--- config.mk ---
export PLATFORM = sky130hd
export DESIGN_NAME = pl_dmem_arbiter
export DESIGN_NICKNAME = d
export VERILOG_FILES = /design/src/rtl/pl_dmem_arbiter.sv
export SDC_FILE = /design/constraint.sdc
export NUM_CORES = 1
export LEC_CHECK = 0
export CORE_AREA = 10 10 121 123
export CTS_BUF_LIST = sky130_fd_sc_hd__clkbuf_8
export DETAILED_ROUTE_END_ITERATION = 12
export DIE_AREA = 0 0 131 133
export PLACE_DENSITY_LB_ADDON = 0.15
export REMOVE_ABC_BUFFERS = 1
export SYNTH_ARGS = -nofsm -noshare
export SYNTH_HDL_FRONTEND = slang
export SYNTH_SLANG_ARGS = --single-unit
--- constraint.sdc ---
create_clock -name clk -period 8.95 [get_ports clk]
set_clock_uncertainty 0.1 [all_clocks]
set_input_delay 2.685 -clock clk [delete_from_list [all_inputs] [get_ports clk]]
set_output_delay 2.685 -clock clk [all_outputs]
set_load 0.01 [all_outputs]
--- src/rtl/pl_dmem_arbiter.sv ---
// pl_dmem_arbiter
// Shares the pipeline's single-ported data memory between the CPU MEM stage
// and a DMA/loader requester. The CPU normally wins. After STARVE_LIMIT
// consecutive denied DMA cycles the DMA is guaranteed the next slot.
// Whenever the CPU requests but is not granted, cpu_stall freezes the pipeline.
//
// Build option: define DMEM_ARB_STATS_EN to build the saturating statistics
// counters (stat_stall_cnt, stat_dma_cnt). Without it both ports read 0 and
// no counter flops exist.
module pl_dmem_arbiter #(
    parameter int STARVE_LIMIT = 4,   // legal range 1..255
    parameter int STAT_W       = 16
) (
    input  logic              clk,
    input  logic              reset,

    // CPU MEM stage port
    input  logic              cpu_req,
    input  logic              cpu_we,
    input  logic [31:0]       cpu_addr,
    input  logic [31:0]       cpu_wdata,
    output logic              cpu_gnt,
    output logic              cpu_stall,
    output logic [31:0]       cpu_rdata,

    // DMA / loader port
    input  logic              dma_req,
    input  logic              dma_we,
    input  logic [31:0]       dma_addr,
    input  logic [31:0]       dma_wdata,
    output logic              dma_gnt,
    output logic [31:0]       dma_rdata,
    output logic              dma_rvalid,

    // Data memory side
    output logic              mem_enable,
    output logic              mem_read,
    output logic              mem_write,
    output logic [31:0]       mem_address,
    output logic [31:0]       mem_write_data,
    input  logic [31:0]       mem_read_data,

    // Statistics
    output logic [STAT_W-1:0] stat_stall_cnt,
    output logic [STAT_W-1:0] stat_dma_cnt
);

    typedef enum logic {
        CPU_PRIO  = 1'b0,
        DMA_FORCE = 1'b1
    } arb_state_t;

    localparam logic [7:0] STARVE_MAX = 8'(STARVE_LIMIT);

    arb_state_t state_reg;
    arb_state_t state_next;
    logic [7:0] starve_cnt_reg;
    logic [7:0] starve_cnt_next;

    logic       cpu_gnt_c;
    logic       dma_gnt_c;
    logic       dma_rd_capture;
    logic [31:0] dma_rdata_reg;
    logic        dma_rvalid_reg;

    // State register and starvation counter
    always_ff @(posedge clk or posedge reset) begin
        if (reset) begin
            state_reg      <= CPU_PRIO;
            starve_cnt_reg <= 8'd0;
        end else begin
            state_reg      <= state_next;
            starve_cnt_reg <= starve_cnt_next;
        end
    end

    // Grant decision, starvation counter update and next-state logic
    always_comb begin
        cpu_gnt_c       = 1'b0;
        dma_gnt_c       = 1'b0;
        starve_cnt_next = 8'd0;
        state_next      = state_reg;

        // Grants are held off for the whole time reset is asserted.
        if (!reset) begin
            unique case (state_reg)
                CPU_PRIO: begin
                    if (cpu_req) begin
                        cpu_gnt_c = 1'b1;
                    end else if (dma_req) begin
                        dma_gnt_c = 1'b1;
                    end
                end
                DMA_FORCE: begin
                    // A withdrawn DMA request hands the slot straight back
                    // to the CPU in the same cycle.
                    if (dma_req) begin
                        dma_gnt_c = 1'b1;
                    end else if (cpu_req) begin
                        cpu_gnt_c = 1'b1;
                    end
                end
                default: begin
                    cpu_gnt_c = 1'b0;
                    dma_gnt_c = 1'b0;
                end
            endcase
        end

        // Count consecutive denied DMA cycles; any grant or idle cycle restarts.
        if (dma_req && !dma_gnt_c) begin
            if (starve_cnt_reg >= STARVE_MAX) begin
                starve_cnt_next = STARVE_MAX;
            end else begin
                starve_cnt_next = starve_cnt_reg + 8'd1;
            end
        end

        unique case (state_reg)
            CPU_PRIO: begin
                if (starve_cnt_next == STARVE_MAX) begin
                    state_next = DMA_FORCE;
                end
            end
            DMA_FORCE: begin
                // Either the DMA was granted or it dropped its request; in
                // both cases priority returns to the CPU.
                state_next = CPU_PRIO;
            end
            default: begin
                state_next = CPU_PRIO;
            end
        endcase
    end

    assign cpu_gnt   = cpu_gnt_c;
    assign dma_gnt   = dma_gnt_c;
    assign cpu_stall = cpu_req & ~cpu_gnt_c;

    // Steer the granted port onto the memory; everything is 0 when idle
    always_comb begin
        mem_enable     = 1'b0;
        mem_read       = 1'b0;
        mem_write      = 1'b0;
        mem_address    = 32'd0;
        mem_write_data = 32'd0;
        if (cpu_gnt_c) begin
            mem_enable     = 1'b1;
            mem_read       = ~cpu_we;
            mem_write      = cpu_we;
            mem_address    = cpu_addr;
            mem_write_data = cpu_wdata;
        end else if (dma_gnt_c) begin
            mem_enable     = 1'b1;
            mem_read       = ~dma_we;
            mem_write      = dma_we;
            mem_address    = dma_addr;
            mem_write_data = dma_wdata;
        end
    end

    // CPU load data is passed through combinationally in the grant cycle only
    assign cpu_rdata = (cpu_gnt_c && !cpu_we) ? mem_read_data : 32'd0;

    assign dma_rd_capture = dma_gnt_c & ~dma_we;

    // Register DMA read data; rvalid pulses the cycle after the read grant
    always_ff @(posedge clk or posedge reset) begin
        if (reset) begin
            dma_rdata_reg  <= 32'd0;
            dma_rvalid_reg <= 1'b0;
        end else begin
            dma_rvalid_reg <= dma_rd_capture;
            if (dma_rd_capture) begin
                dma_rdata_reg <= mem_read_data;
            end
        end
    end

    assign dma_rdata  = dma_rdata_reg;
    assign dma_rvalid = dma_rvalid_reg;

`ifdef DMEM_ARB_STATS_EN
    logic [STAT_W-1:0] stall_cnt_reg;
    logic [STAT_W-1:0] dma_cnt_reg;

    // Saturating counters: CPU stall cycles and DMA grants
    always_ff @(posedge clk or posedge reset) begin
        if (reset) begin
            stall_cnt_reg <= '0;
            dma_cnt_reg   <= '0;
        end else begin
            if (cpu_stall && (stall_cnt_reg != {STAT_W{1'b1}})) begin
                stall_cnt_reg <= stall_cnt_reg + STAT_W'(1);
            end
            if (dma_gnt_c && (dma_cnt_reg != {STAT_W{1'b1}})) begin
                dma_cnt_reg <= dma_cnt_reg + STAT_W'(1);
            end
        end
    end

    assign stat_stall_cnt = stall_cnt_reg;
    assign stat_dma_cnt   = dma_cnt_reg;
`else
    assign stat_stall_cnt = '0;
    assign stat_dma_cnt   = '0;
`endif

endmodule

* Word-level counts from Yosys, hierarchy flattened
Cells that the tools add are included.
** Operators by class
- Add/subtract/negate cells :: 1
- Magnitude comparators :: 1
- Equality and inequality tests :: 1
- Multiplexer cells :: 23
- Bitwise operators :: 6
- Reductions and logical operators :: 4
** Operator list (number)
- two-way mux 32 bit :: 5
- two-way mux 8 bit :: 2
- two-way mux 1 bit :: 13
- adder 8 x 1 -> 8 bit, second input constant :: 1
- equality test 8 x 3 -> 1 bit, second input constant :: 1
- greater-or-equal comparator 8 x 3 -> 1 bit, second input constant :: 1
- case mux 1 bit (2 select lines) :: 3
- inverter 1 bit :: 4
- AND 1 bit :: 2
- logical AND 1 bit :: 2
- logical NOT 1 bit :: 2
** Word-level totals
- Bits in registers :: 42
- Output and inout bits :: 167
- Word-level logic and storage cells :: 40

* Logic depth before layout (Yosys ltp)
- Word-level depth :: 10
- Gate-level depth with buffers :: 5
- Depth with buffers taken out :: 5

* Worst setup path after synthesis
OpenSTA, ideal clock, no wires.
- Kind :: in2out
- Start :: input port reset
- End :: output port mem_address[23]
- Arrival time :: 4.498 ns
- Required time :: 6.165 ns
- Path slack :: 1.667 ns
- Cell stages on the path :: 4
- Buffers on the path :: 1
- Cell sequence :: inv_1 > and3_1 > clkbuf_1 > a22o_1
** RTL lines
- from (decl) :: line 15 : input logic reset,
- two-way mux 1 bit :: line 85 : if (!reset) begin
- named net cpu_gnt :: line 22 : output logic cpu_gnt,
- two-way mux 32 bit :: line 147 : if (cpu_gnt_c) begin
- to (decl) :: line 39 : output logic [31:0] mem_address,
The timed path passes the listed nets, and every way through them passes these cells.

* Worst setup path in the final report
- Start :: input port reset
- End :: output port mem_write_data[12]
** On the way
- Cells in the longest elaborated chain, start to end :: 3
** RTL lines
- two-way mux 1 bit :: line 85
- two-way mux 32 bit :: line 153 : end else if (dma_gnt_c) begin
- two-way mux 32 bit * :: line 147
- to (decl) :: line 40 : output logic [31:0] mem_write_data,
Mark *: on every way between the ends. The rest lies on a longest branch, timed or not.

==> flow_metrics.env <==
export IMPL_die_area_mm2=0.0174
export IMPL_ys_seq_area_share_pct=38.2
export IMPL_dp_hpwl_um=14400
export IMPL_start_util_pct=22.3
export IMPL_ctsResizeCount=0
export IMPL_clkSlewWorstSetupHoldPaths_ns=0.08
export IMPL_finalHoldWorstSlack_ns=0.395
export IMPL_syn_area_mm2=0.00275
export IMPL_ioPinCount=333
export IMPL_crit_type="in2out"
export IMPL_synth_cell_type_count=27
export IMPL_worstSetupStartpointType="input port"
export IMPL_core_area_mm2=0.0124
export IMPL_grt_overflow=0
export IMPL_drt_antenna_violating_nets=0
export IMPL_ys_ff_latch=42
export IMPL_wl_per_cell_um=23.1
export IMPL_synthTopCellsByArea="dfrtp_1 (38%), a22o_1 (20%), mux2_2 (12%)"
export IMPL_largest_reg_flops=32
export IMPL_cts_root_buf="clkbuf_8"
export IMPL_timing_slew_headroom_pct=54.1
export IMPL_post_cts_setup_buffers=0
export IMPL_arrival_ns=5.32
export IMPL_routabilityCongestion=0.815
export IMPL_yosysTopAreaCell="dfrtp_1"
export IMPL_fillers=1180
export IMPL_rows=41
export IMPL_leakage_nw=2.36
export IMPL_timing_final_crit_share_pct=90.5
export IMPL_path_buf_inv=4
export IMPL_hold_path_class="reg2reg"
export IMPL_die_w_um=131
export IMPL_cts_max_level=2
export IMPL_fin_nets=718
export IMPL_slew_violations=0
export IMPL_synth_top_area_share_pct=38.2
export IMPL_vias_per_cell=4.21
export IMPL_hold_viol=0
export IMPL_power_density_mw_per_mm2=119
export IMPL_grt_pass1_wl_um=22700
export IMPL_max_stage_delay_ns=0.60
export IMPL_path_delay_family="buffers and inverters"
export IMPL_path_cells="clkdlybuf4s50_1 > inv_1 > and3_2 > buf_4 > a22o_1 > clkdlybuf4s50_1"
export IMPL_port_buffers=300
export IMPL_tns_ns=0
export IMPL_status="complete, no violations"
export IMPL_syn_inst=254
export IMPL_cpMaxStageDelayCell="clkdlybuf4s50_1"
export IMPL_die_height_um=133
export IMPL_dp_worst_setup_slack_ns=0.870
export IMPL_power_mw=0.701
export IMPL_grt_total_usage_pct=17.6
export IMPL_via_count=3052
export IMPL_ir_drop_mv=0.0856
export IMPL_critPathMaxFanout=37
export IMPL_grt_pass1_vias=3149
export IMPL_avgSynthCellArea_um2=10.8
export IMPL_cts_tree="built"
export IMPL_worst_slack_ns=0.848
export IMPL_finalSetupViolations=0
export IMPL_drt_total_wl_um=16700
export IMPL_yosysWarnings=0
export IMPL_first_pass_iters=4
export IMPL_clk_latency_ns=0.28
export IMPL_numCtsBuffers=5
export IMPL_rsz0062_at_grt="no"
export IMPL_required_ns=6.17
export IMPL_clock_path_buffers=2
export IMPL_cp_end_kind="output pin"
export IMPL_tightest_slew_ns=0.689
export IMPL_fmax_ghz=0.123
export IMPL_cts_hold_buf=0
export IMPL_grt_max_degree=66
export IMPL_drive_gt1_share_pct=8.89
export IMPL_first_iter_violations=88
export IMPL_clock_sinks=42
export IMPL_syn2layout_area_growth_pct=114
export IMPL_antenna_found_initial=5
export IMPL_min_period_ns=8.10
export IMPL_max_cap_violations=0
export IMPL_drc=0
export IMPL_crit_top_cell="clkdlybuf4s50_1"
## cells in the mapped netlist (all sizes together)
master / instances
mux2: 32
nand2: 1
a21oi: 1
clkbuf: 6
dfrtp: 42
buf: 46
a211oi: 1
or2: 1
conb: 1
ha: 2
nand3: 2
nor3b: 1
nor4b: 1
nor4: 1
o21ai: 1
a22o: 64
a31oi: 1
and3: 2
and2: 32
a2111oi: 1
nor2: 6
inv: 6
nor3: 2
nor2b: 1
## cells by family after synthesis
kind of cell	count (synthesis)	share of synthesized area, %
other cells	1	0.136
flops	42	38.2
fa+ha+maj	2	0.909
buf+inv	58	14.2
simple gates	50	11.3
mux	32	13.1
compound gates	69	22.2
## worst register-to-register path, delay by kind of cell (launching register included)
family	cells	cell delay (ns)
simple gates	2	0.32
mux	1	0.42
buf+inv	1	0.43
flops	1	0.48
## cell type report
class                      count  area, um^2  area share (%)
antenna                        2        5.00          0.0851
clock buffer                   6        82.6            1.40
inverter                       6        22.5           0.383
multi-input combinational    190        1450            24.7
sequential                    42        1050            17.9
clock inverter                 2        12.5           0.213
tap                          172         215            3.66
timing repair buffer         305        3040            51.7
## metal layers
metal	track usage [%]	wire, um
met1	16.2	5360
met2	34.4	9200
met3	8.11	2060
met4	2.10	114
met5	0	13
## through the flow
step | area [um^2] | cells | util [%]
finish | 5880 | 725 | 47.6
global route | 5880 | 723 | 47.5
CTS | 5880 | 723 | 47.5
detailed placement | 5780 | 715 | 46.8
global placement | 5780 | 715 | 46.8
floorplan | 2520 | 238 | -
## where the power goes
part / internal [mW] / leakage [nW] / switching, mW
sequential: 0.226 / 0.507 / 0.0179
clock: 0.0620 / 0.0472 / 0.0645
combinational: 0.207 / 1.81 / 0.124
total: 0.495 / 2.36 / 0.207
## cells in the final DEF (no fill, tap or decap)
master,synthesis,routed
clkbuf_8,0,6
conb_1,1,37
mux2_2,30,30
mux2_1,2,2
nor4_1,1,1
nand2_1,1,1
nor4b_4,1,1
o21ai_0,1,1
dfrtp_1,42,42
or2_2,1,1
nand3_1,2,2
a2111oi_4,1,1
nor3b_2,0,1
nor2b_2,1,1
a211oi_1,1,1
ha_1,2,2
nor2_1,6,6
a21oi_1,1,1
a31oi_1,1,1
clkinvlp_4,0,1
buf_4,36,5
inv_1,6,6
nor3_1,2,2
diode_2,0,2
and3_2,0,1
clkdlybuf4s50_1,0,300
clkinv_2,0,1
and2_1,32,32
and3_1,2,1
a22o_1,64,64
## path summary, 6_finish.rpt
check                           slack (ns)  cells past startpoint                      start                         to
worst max-delay path                  0.85                      6                      reset         mem_write_data[12]
worst min-delay path                  0.40                      1  dma_rdata[16]$_DFFE_PP0P_  dma_rdata[16]$_DFFE_PP0P_
worst max register to register        7.10                      4        state_reg$_DFF_PP0_  dma_rdata[24]$_DFFE_PP0P_
worst min register to register        0.40                      1  dma_rdata[16]$_DFFE_PP0P_  dma_rdata[16]$_DFFE_PP0P_
max in group asynchronous             5.29                      3                      reset   dma_rdata[0]$_DFFE_PP0P_
min in group asynchronous             3.08                      3                      reset  dma_rdata[23]$_DFFE_PP0P_
Power figures use the tool's default switching activity.
==> variant 1 (same flow settings) <==
The option `DMEM_ARB_STATS_EN` is turned on by a define.
--- a/src/rtl/pl_dmem_arbiter.sv
+++ b/src/rtl/pl_dmem_arbiter.sv
@@ -9,2 +9,4 @@
 // no counter flops exist.
+`define DMEM_ARB_STATS_EN
+
 module pl_dmem_arbiter #(
Function: changed (Yosys sat finds a counterexample within 4 cycles, from zero or initial values and one cycle with reset high).
==> variant 1 against the unedited design <==
  * Cell area is 31% higher
  * Combinational power grew 36%
  * Power rose by 69%
  * Wire length grew 24%
  * Sequential cell count up 32
  * Hold slack improved by 0.0081 ns
  * Cell count increased by 20%
  * Setup slack better by 0.37 ns
  * Area after synthesis up 45%
==> variant 1: results <==
[outcome]
status = "completed"

[global_routing]
grt_pass1_wl_um = 29400
grt_pass1_vias = 4376
track_usage_pct = 22.5
grt_start_max_net_pins = 75

[placement]
placed_area_mm2 = 0.00752
portBuffers = 332
gp_congestion = 0.862
hpwlAfterDp_um = 17200
dp_cells = 853

[min_path]
min_from = "starve_cnt_reg[0]"
whs_endpoint = "starve_cnt_reg[0]"

[power_and_ir_drop]
ir_drop_mv = 0.127
switching_share_pct = 31.6
leakage_nw = 3.19
clk-power_w = 0.000275
share_comb_of_total_power_pct = 38.0
p_per_area_mw_per_mm2 = 153

[detailed_routing]
wl_um = 20700
wl_met3_um = 2260
wl_met1_um = 7460
vias = 4179

[synth]
synth_cells = 363
synth_top_area_share_pct = 46.4
yosys-top-cells-count = "dfrtp_1, a22o_1, mux2_2"
ys_types = 36
synth_area_leaders = "dfrtp_1, a22o_1, mux2_2, xor2_1, and2_1"

[cells_and_area]
drive_above_1_share_pct = 9.76
register_area_mm2 = 0.00185
nets = 862
nFillCells = 1057

[setup_path]
critical_path.startpoint = "cpu_req"
crit_end = "mem_write_data[31]"
r2r_slack_ns = 6.70
worstPathMaxFanout = 66

[timing]
layout_setup_ws_ns = 1.22
slew_headroom_pct = 34.8
whs_ns = 0.404

[clocking]
htreeDepth = 3
clock_latency_ns = 0.35
variant 1: changes by cell type in the layout (fill, tap and decap cells not counted), sizes merged, moves of 7 or more:
cell / delta
xor2: +27
dfrtp: +32
nand2: +15
clkdlybuf4s50: +32
nand4: +9
nor4: +12
inv: +7
conb: -32
nor3: +12
variant 1: cell families (layout without fill, tap and decap cells):
| family | after synthesis | after routing | share of synthesized area, % |
|---|---|---|---|
| DFF | 74 | 74 | 46.4 |
| buffers and inverters | 32 | 362 | 3.17 |
| muxes | 34 | 34 | 9.60 |
| xor gates and xnor gates | 29 | 29 | 6.37 |
| and+or+nand+nor | 119 | 119 | 18.0 |
| adders and majority gates | 4 | 4 | 1.25 |
| AOI/OAI and AO/OA | 70 | 70 | 15.1 |
| other | 1 | 6 | 0.0940 |
variant 1: area by class of cell:
type,count,share of cell area (%)
repair buffers,337,43.8
multi-input cells,261,26.3
clock inverters,7,1.10
diodes,1,0.0324
well taps,172,2.78
inverters,9,0.437
clock buffers,9,1.60
flip-flops and latches,74,24.0
==> variant 2 (config.mk and constraints unchanged) <==
Made on the original files. The parameter `STAT_W` goes from 16 to 20.
--- a/src/rtl/pl_dmem_arbiter.sv
+++ b/src/rtl/pl_dmem_arbiter.sv
@@ -11,3 +11,3 @@
     parameter int STARVE_LIMIT = 4,   // legal range 1..255
-    parameter int STAT_W       = 16
+    parameter int STAT_W       = 20
 ) (
Ports: changed (resized stat_dma_cnt and stat_stall_cnt); port bits go from 333 to 341. The function was not compared with the original's and may differ.
==> variant 2 against the unedited design <==
  * Hold slack gained 0.0031 ns
  * Area after synthesis grew 2.2%
  * Core utilization grew 0.28 points
  * Wire length shrank 8.2%
  * Sequential cell count is the same
  * Cell area grew 0.60%
  * Synthesized cell count grew 3.1%
  * Non-clock buffer count is the same
  * Critical path depth shrank 1
  * Power shrank 0.41%
  * Count of clock-buffer cells in the layout shrank 1
  * Setup slack gained 0.20 ns
  * Critical endpoint is now cpu_rdata[19]
==> variant 2: results <==
[setup_path]
critical_path.startpoint = "reset"
critPathTopFamily = "buffers and inverters"
r2r-start = "state_reg"
worstPathMaxFanout = 20
cpMaxStageDelayCell = "a2111oi_4"
crit_arrival_ns = 5.12
r2r_cells = 4
slowest_delay_ns = 0.79

[placement]
dp_cells = 723
placed_area_mm2 = 0.00583
pre_cts_slack_ns = 0.968
portBuffers = 300
hpwlAfterDp_um = 13200
gp_congestion = 0.821

[timing]
slew_headroom_pct = 49.4

[power_and_ir_drop]
leakage_nw = 2.38
ir_drop_mv = 0.0690

[detailed_routing]
vias = 3107
drt_first_iter_violations = 85
drt-pass1-iter-count = 4
wl_um = 15400

[global_routing]
grt_pass1_wl_um = 21500
grt_start_max_net_pins = 66
track_usage_pct = 16.1
grt_pass1_vias = 3174
grt_antenna_before_repair = 1

[cells_and_area]
largest_reg_flops = 32
diodes = 0
drive_above_1_share_pct = 8.77
nFillCells = 1141
stdcell_count = 731

[synth]
synth_area_leaders = "dfrtp_1, a22o_1, mux2_2, buf_4, and2_1"
ys_seq_area_share_pct = 37.3
yosys_warnings = 0
yosys-top-cells-count = "a22o_1, buf_4, dfrtp_1"
synth_cells = 262
ys_types = 27
async_flop_share_pct = 100

[clocking]
clock_path_buffers = 2
htreeDepth = 2
clock_latency_ns = 0.29
clk_pin_slew_ns = 0.08
cts-root-buf = "clkbuf_8"
postCtsSetupBuffers = 0
cts_resized = 0
cts_buffers = 5

[min_path]
hold_path.class = "reg2reg"
min_path_cells = 1
min_from = "starve_cnt_reg[0]"

[outcome]
status = "completed"
==> variant 2: area by class of cell <==
class | instances | area, um2 | share of cell area [%]
Multi-Input combinational cell | 198 | 1480 | 25.1
Inverter | 6 | 22.5 | 0.381
Clock buffer | 5 | 68.8 | 1.16
Clock inverter | 3 | 23.8 | 0.402
Timing Repair Buffer | 305 | 3050 | 51.6
Sequential cell | 42 | 1050 | 17.8
Tap cell | 172 | 215 | 3.64
==> variant 2: final timing paths <==
check                                          to  slack [ns]
max in group asynchronous           dma_rdata[16]        5.36
worst max-delay path                cpu_rdata[19]        1.04
min in group asynchronous           dma_rdata[12]        3.03
worst max register to register      dma_rdata[19]        7.09
worst min-delay path            starve_cnt_reg[0]        0.40
worst min register to register  starve_cnt_reg[0]        0.40
==> variant 2: kinds of logic after synthesis <==
| logic type | after synthesis | share of synthesized area (%) |
|---|---|---|
| mux | 32 | 12.8 |
| buf+inv | 66 | 16.0 |
| flops | 42 | 37.4 |
| other cells | 1 | 0.133 |
| simple gates | 50 | 11.1 |
| compound gates | 69 | 21.7 |
| fa+ha+maj | 2 | 0.889 |
==> variant 2: where the power goes <==
part,internal [W],switching (W),total [W],leakage [nW]
registers,0.000226,0.0000184,0.000244,0.507
clock network,0.0000558,0.0000687,0.000124,0.0408
logic,0.000207,0.000123,0.000330,1.83
==> variant 2: per-layer routing <==
metal,vias up,global-route usage (%),wire (um)
met2,156,31.6,8510
li1,1454,-,-
met5,-,0,0
met4,0,2.60,97
met1,1491,15.1,4900
met3,6,6.47,1870
==> variant 2: metrics by stage <==
stage | utilization [%] | hold WS [ns]
detailed placement | 47.1 | 0.384
floorplan | - | 0.360
global route | 47.9 | 0.424
global placement | 47.1 | 0.368
finish | 47.9 | 0.398
CTS | 47.9 | 0.395
==> variant 2: worst reg2reg max path, delay by kind of cell (launching register included) <==
kind	cells	cell delay (ns)
AND/OR/NAND/NOR	2	0.35
buffers and inverters	1	0.42
multiplexers	1	0.41
flip-flops	1	0.46
